===== config.mk =====
export PLATFORM = sky130hd
export DESIGN_NAME = fft_mag_capture
export DESIGN_NICKNAME = d
export VERILOG_FILES = /design/src/rtl/fft_mag_capture.sv
export SDC_FILE = /design/constraint.sdc
export NUM_CORES = 2
export LEC_CHECK = 0
export BUFFER_PORTS_ARGS = -buffer_cell sky130_fd_sc_hd__clkbuf_2
export CELL_PAD_IN_SITES_DETAIL_PLACEMENT = 1
export CELL_PAD_IN_SITES_GLOBAL_PLACEMENT = 2
export CORE_ASPECT_RATIO = 1.2
export CORE_MARGIN = 10
export CORE_UTILIZATION = 47
export DETAILED_ROUTE_END_ITERATION = 7
export PLACE_DENSITY = 0.87
export SLEW_MARGIN = 20
export SYNTH_ARGS = -nofsm -noshare
export SYNTH_HDL_FRONTEND = slang
export SYNTH_SLANG_ARGS = --single-unit

===== constraint.sdc =====
create_clock -name clk -period 13.65 [get_ports clk]
set_clock_uncertainty 0.05 [all_clocks]
set_input_delay 0.6825 -clock clk [delete_from_list [all_inputs] [get_ports clk]]
set_output_delay 0.6825 -clock clk [all_outputs]
set_load 0.02 [all_outputs]

===== src/rtl/fft_mag_capture.sv =====
// fft_mag_capture: streaming magnitude stage between the FFT core and the
// spectrum RAM. Computes floor(sqrt(re^2 + im^2)) through a fully pipelined
// integer square root (latency DATA_W+2, one sample per clock), writes bins
// 0..CAP_LEN-1 of one frame to RAM, tracks the peak bin, then gates the FFT.
//
// Ports:
//   clk, rst_n            clock, asynchronous active-low reset
//   start                 one-cycle pulse: abort any capture and re-arm
//   src_real/src_imag     signed complex bin; src_valid/src_sop/src_eop framing
//   fft_en                FFT enable, high while armed or capturing
//   mag_data/mag_valid    magnitude stream (also the RAM write data)
//   mag_eop               src_eop aligned to mag_data
//   wr_en/wr_addr         RAM write strobe and bin address
//   wr_done               sticky capture-complete flag
//   peak_mag/peak_bin     largest captured magnitude and its bin
//   frame_err             sticky: sop arrived before the capture filled
module fft_mag_capture #(
  parameter int unsigned DATA_W    = 16,
  parameter int unsigned BIN_W     = 8,
  parameter int unsigned NFFT      = 256,
  parameter int unsigned CAP_LEN   = 129,
  parameter int unsigned PEAK_SKIP = 1
) (
  input  logic              clk,
  input  logic              rst_n,
  input  logic              start,
  input  logic [DATA_W-1:0] src_real,
  input  logic [DATA_W-1:0] src_imag,
  input  logic              src_valid,
  input  logic              src_sop,
  input  logic              src_eop,
  output logic              fft_en,
  output logic [DATA_W-1:0] mag_data,
  output logic              mag_valid,
  output logic              mag_eop,
  output logic              wr_en,
  output logic [BIN_W-1:0]  wr_addr,
  output logic              wr_done,
  output logic [DATA_W-1:0] peak_mag,
  output logic [BIN_W-1:0]  peak_bin,
  output logic              frame_err
);

  localparam int unsigned W       = DATA_W;
  localparam int unsigned SQ_W    = 2 * DATA_W;
  localparam int unsigned REM_W   = DATA_W + 2;
  localparam int unsigned CAP_EFF = (CAP_LEN < NFFT) ? CAP_LEN : NFFT;
  localparam logic [BIN_W-1:0] LAST_BIN = BIN_W'(CAP_EFF - 1);
  localparam logic [BIN_W-1:0] SKIP_BIN = BIN_W'(PEAK_SKIP);

  typedef enum logic [1:0] {S_ARM, S_FILL, S_DRAIN, S_DONE} state_t;

  state_t           state;
  logic [BIN_W-1:0] in_bin;

  // Stage 1 registers: absolute values plus tags
  logic [W-1:0]     re_abs_q, im_abs_q;
  logic             v1_q, e1_q, c1_q;
  logic [BIN_W-1:0] b1_q;

  // Index 0 is the sum-of-squares stage; index k holds k resolved root bits
  logic [SQ_W-1:0]  rad_q  [W+1];
  logic [REM_W-1:0] rem_q  [W+1];
  logic [W-1:0]     root_q [W+1];
  logic             v_q    [W+1];
  logic             e_q    [W+1];
  logic             c_q    [W+1];
  logic [BIN_W-1:0] b_q    [W+1];

  logic [SQ_W-1:0]  rad_n  [W];
  logic [REM_W-1:0] rem_n  [W];
  logic [W-1:0]     root_n [W];

  logic [W-1:0]     re_abs_c, im_abs_c;
  logic [SQ_W-1:0]  sq_c;
  logic             tag_cap_c;
  logic [BIN_W-1:0] tag_bin_c;
  logic             last_out_c;

  // Two's-complement abs; the most negative input maps to 2^(W-1) unsigned
  assign re_abs_c = src_real[W-1] ? (~src_real + W'(1)) : src_real;
  assign im_abs_c = src_imag[W-1] ? (~src_imag + W'(1)) : src_imag;
  assign sq_c     = SQ_W'(re_abs_q) * SQ_W'(re_abs_q) + SQ_W'(im_abs_q) * SQ_W'(im_abs_q);

  // Capture tag for the sample entering the pipeline this cycle
  always_comb begin
    tag_cap_c = 1'b0;
    tag_bin_c = '0;
    if (src_valid && !start) begin
      case (state)
        S_ARM:   tag_cap_c = src_sop;
        S_FILL: begin
          tag_cap_c = 1'b1;
          tag_bin_c = src_sop ? '0 : in_bin;
        end
        default: ;
      endcase
    end
  end

  assign last_out_c = wr_en && (wr_addr == LAST_BIN);

  // Restoring square root: each stage brings down two radicand bits
  always_comb begin : sqrt_comb
    logic [REM_W-1:0] rem_sh;
    logic [REM_W-1:0] trial;
    rem_sh = '0;
    trial  = '0;
    for (int k = 0; k < W; k++) begin
      rem_sh   = REM_W'({rem_q[k], rad_q[k][SQ_W-1 -: 2]});
      trial    = {root_q[k], 2'b01};
      rad_n[k] = rad_q[k] << 2;
      if (rem_sh >= trial) begin
        rem_n[k]  = rem_sh - trial;
        root_n[k] = {root_q[k][W-2:0], 1'b1};
      end else begin
        rem_n[k]  = rem_sh;
        root_n[k] = {root_q[k][W-2:0], 1'b0};
      end
    end
  end

  // Data and tag pipeline; start kills every in-flight capture tag
  always_ff @(posedge clk or negedge rst_n) begin
    if (!rst_n) begin
      re_abs_q <= '0;
      im_abs_q <= '0;
      v1_q     <= 1'b0;
      e1_q     <= 1'b0;
      c1_q     <= 1'b0;
      b1_q     <= '0;
      for (int k = 0; k <= W; k++) begin
        rad_q[k]  <= '0;
        rem_q[k]  <= '0;
        root_q[k] <= '0;
        v_q[k]    <= 1'b0;
        e_q[k]    <= 1'b0;
        c_q[k]    <= 1'b0;
        b_q[k]    <= '0;
      end
    end else begin
      re_abs_q  <= re_abs_c;
      im_abs_q  <= im_abs_c;
      v1_q      <= src_valid;
      e1_q      <= src_valid & src_eop;
      c1_q      <= tag_cap_c;
      b1_q      <= tag_bin_c;
      rad_q[0]  <= sq_c;
      rem_q[0]  <= '0;
      root_q[0] <= '0;
      v_q[0]    <= v1_q;
      e_q[0]    <= e1_q;
      c_q[0]    <= c1_q & ~start;
      b_q[0]    <= b1_q;
      for (int k = 0; k < W; k++) begin
        rad_q[k+1]  <= rad_n[k];
        rem_q[k+1]  <= rem_n[k];
        root_q[k+1] <= root_n[k];
        v_q[k+1]    <= v_q[k];
        e_q[k+1]    <= e_q[k];
        c_q[k+1]    <= c_q[k] & ~start;
        b_q[k+1]    <= b_q[k];
      end
    end
  end

  assign mag_data  = root_q[W];
  assign mag_valid = v_q[W];
  assign mag_eop   = e_q[W];
  assign wr_en     = c_q[W];
  assign wr_addr   = b_q[W];

  // Input-side capture FSM
  always_ff @(posedge clk or negedge rst_n) begin
    if (!rst_n) begin
      state     <= S_ARM;
      in_bin    <= '0;
      fft_en    <= 1'b1;
      wr_done   <= 1'b0;
      frame_err <= 1'b0;
    end else if (start) begin
      state     <= S_ARM;
      in_bin    <= '0;
      fft_en    <= 1'b1;
      wr_done   <= 1'b0;
      frame_err <= 1'b0;
    end else begin
      case (state)
        S_ARM, S_FILL: begin
          if (tag_cap_c) begin
            if (state == S_FILL && src_sop) frame_err <= 1'b1;
            if (tag_bin_c == LAST_BIN) begin
              state <= S_DRAIN;
            end else begin
              state  <= S_FILL;
              in_bin <= tag_bin_c + BIN_W'(1);
            end
          end
        end
        S_DRAIN: begin
          if (last_out_c) begin
            state   <= S_DONE;
            wr_done <= 1'b1;
            fft_en  <= 1'b0;
          end
        end
        default: ;
      endcase
    end
  end

  // Peak search over written bins; strict compare keeps the lowest tied bin
  always_ff @(posedge clk or negedge rst_n) begin
    if (!rst_n) begin
      peak_mag <= '0;
      peak_bin <= '0;
    end else if (start) begin
      peak_mag <= '0;
      peak_bin <= '0;
    end else if (wr_en) begin
      if (wr_addr == '0) begin
        peak_mag <= '0;
        peak_bin <= '0;
      end else if (wr_addr >= SKIP_BIN && mag_data > peak_mag) begin
        peak_mag <= mag_data;
        peak_bin <= wr_addr;
      end
    end
  end

endmodule

==> results.yml <==
global_route:
  gr-total-overflow: 0
  grt_antenna_before_repair: 5
  grt_start_max_net_pins: 192
  grt_usage_pct: 19.6
  first_global_vias: 36200
  grt_pass1_wl_um: 188000
floorplan:
  die_x_um: 317
  core_mm2: 0.105
  row_count: 130
  io_pins: 92
  start_util_pct: 47.4
  dieArea_mm2: 0.119
  die_h_um: 376
critical_path:
  crit_slowest_cell: "dfrtp_1"
  path_cells: "inv_1 -> nor2_1 -> inv_1 -> fa_1 -> fa_1 -> inv_1 -> fa_1 -> inv_1 -> fa_1 -> inv_1 -> fa_1 -> fa_1 -> fa_1 -> inv_1 -> fa_1 -> inv_1 -> ha_1 -> a21o_1 -> a221o_1 -> nand3_1 -> nand3b_1 -> a311oi_1 -> xnor2_1"
  r2r_cells: 23
  crit_top_cell: "fa_1"
  critPathMaxFanout: 19
  r2r_setup_slack_ns: 6.05
  max_stage_delay_ns: 0.72
  critPathLaunchType: "register"
  crit_type: "reg2reg"
  worstPathRequired_ns: 14.20
  path_delay_family: "adder cells"
  worst-path-buf-inv: 7
  arrival_ns: 8.15
  crit_cells: 23
  critPathCaptureType: "register"
status:
  status: "completed"
timing:
  slew_viol_final: 0
  hold_viol_final: 0
  post-route-min-period_ns: 7.60
  period_share_pct: 55.7
  relSlewSlack_pct: 32.4
  finalSetupViolCount: 0
  finalSetupTns_ns: 0
  tightest_slew_ns: 1.01
  fmax_ghz: 0.132
  rsz0062_at_grt: "false"
clock_tree:
  clockBufferDepth: 3
  cts_resized: 0
  cts_inserted_buffers: 91
  cts_tree: "done"
  htreeDepth: 3
  clk_pin_slew_ns: 0.07
  clock-sinks: 899
  clockRootBuffer: "clkbuf_16"
  clk_latency_ns: 0.68
  cts-hold-fix-buffers: 1
  cts_setup_buffers: 0
logic_synthesis:
  synthesis.area_mm2: 0.0498
  seq_area_frac_synth_pct: 45.2
  syn_inst: 4361
  synth_enable_flop_cells: 0
  synth_area_leaders: "dfrtp_1 45%, fa_1 16%, ha_1 9.2%"
  synth.avg_cell_area_um2: 11.4
  async_reset_ff_share_pct: 100
  synth_nets: 5152
  yosys_warnings: 0
  synth_top_area_cell: "dfrtp_1"
  ys.flop_type: "dfrtp_1"
  ys_seq_elements: 899
  synth_cell_type_count: 96
  synth.top_cell.area_share_pct: 45.2
cells_and_area:
  area_delta_synth_final_pct: 10.4
  fin_area_mm2: 0.0549
  layout-drive-gt1-share_pct: 7.95
  layout.nets: 5257
  final_cell_mix: "898 x dfrtp_1, 781 x inv_1, 387 x fa_1"
  layout_commonest_cell: "dfrtp_1"
placed_design:
  detailed_place_hpwl_um: 86400
  post_dp_cell_area_mm2: 0.0517
  gp_congestion: 0.847
  port_buffers: 91
route:
  drt.antenna.violating_nets: 0
  vias: 30800
  vias_per_cell: 5.19
  wl_per_cell_um: 19.0
  drt_iter0_drc: 1490
  drcViolationCount: 0
  dr.pass1.iters: 4
  routed_wl_um: 113000
flow_run:
  drv_cap: 0
hold_path:
  hold_path_depth: 1
  hp-class: "in2reg"
==> final cells by class <==
type | count | area, µm²
fill | 11000 | 50000
antenna | 2 | 5.00
clock buffer | 117 | 2540
timing repair buffer | 105 | 651
clock inverter | 50 | 653
sequential | 899 | 22500
inverter | 783 | 2940
multi-input combinational | 2586 | 23900
tap | 1386 | 1730
==> worst reg2reg max path, delay by kind of cell, from the launching register on <==
kind | cells | cell delay, ns
compound gates | 3 | 0.99
xor+xnor | 1 | 0.16
fa+ha+maj | 9 | 4.51
buf+inv | 7 | 0.60
flops | 1 | 0.72
simple gates | 3 | 0.52
==> metal layers <==
metal / track usage (%) / share of wire (%) / wire (µm)
met1: 20.8 / 36 / 40600
met2: 38.6 / 57 / 64100
met3: 2.52 / 3.3 / 3760
met4: 7.26 / 3.8 / 4240
met5: 0 / 0.0098 / 11
==> worst paths after layout <==
kind                                  start           to
worst max-delay path            im_abs_q[1]   rad_n[506]
worst min-delay path            src_real[0]  re_abs_q[0]
worst max register to register  im_abs_q[1]   rad_n[506]
worst min register to register   rad_n[283]   rad_n[253]
max in group asynchronous             rst_n   rem_q[264]
min in group asynchronous             rst_n  mag_data[1]
==> stage by stage <==
| stage | util (%) | worst slack (ns) | hold slack (ns) | instances |
|---|---|---|---|---|
| floorplan | - | 6.72 | 0.281 | 4361 |
| detailed placement | 49.2 | 6.02 | 0.286 | 5756 |
| CTS | 52.3 | 6.00 | 0.0920 | 5924 |
| global route | 52.4 | 5.63 | 0.110 | 5926 |
| finish | 52.4 | 6.05 | 0.137 | 5928 |
| global placement | 49.2 | 6.12 | 0.281 | 5756 |
==> synth_stat cells (all sizes together) (9+ instances only) <==
library cell	n
a2111oi	12
a211oi	34
a21o	51
a21oi	124
a31oi	21
and2	145
and3	18
buf	28
clkbuf	65
dfrtp	898
fa	387
ha	366
inv	782
mux2	54
mux2i	32
nand2	264
nand2b	66
nand3	53
nand3b	13
nand4	25
nor2	165
nor2b	44
nor3	64
nor4	32
o211ai	19
o21a	41
o21ai	136
o31a	9
o31ai	23
or2	19
or3	23
or4	16
xnor2	138
xor2	83
==> kinds of logic after synthesis <==
group / count (synthesis) / synth area share, %
simple gates: 974 / 10.1
buf+inv: 876 / 6.77
other cells: 1 / 0.00753
mux: 86 / 1.92
flops: 899 / 45.2
fa+ha+maj: 753 / 24.8
xor+xnor: 221 / 3.89
compound gates: 551 / 7.30
==> state kept, by name, summed over array words and instances, names as in the netlist, 32 cells and up <==
register and count:
rad_n 240, rad_q 32, rem_q 224, b_q 128, root_q 120
Power is left out: the tool's default activity adds up to more than one toggle a clock period on the data nets, which glitch-free logic cannot reach.
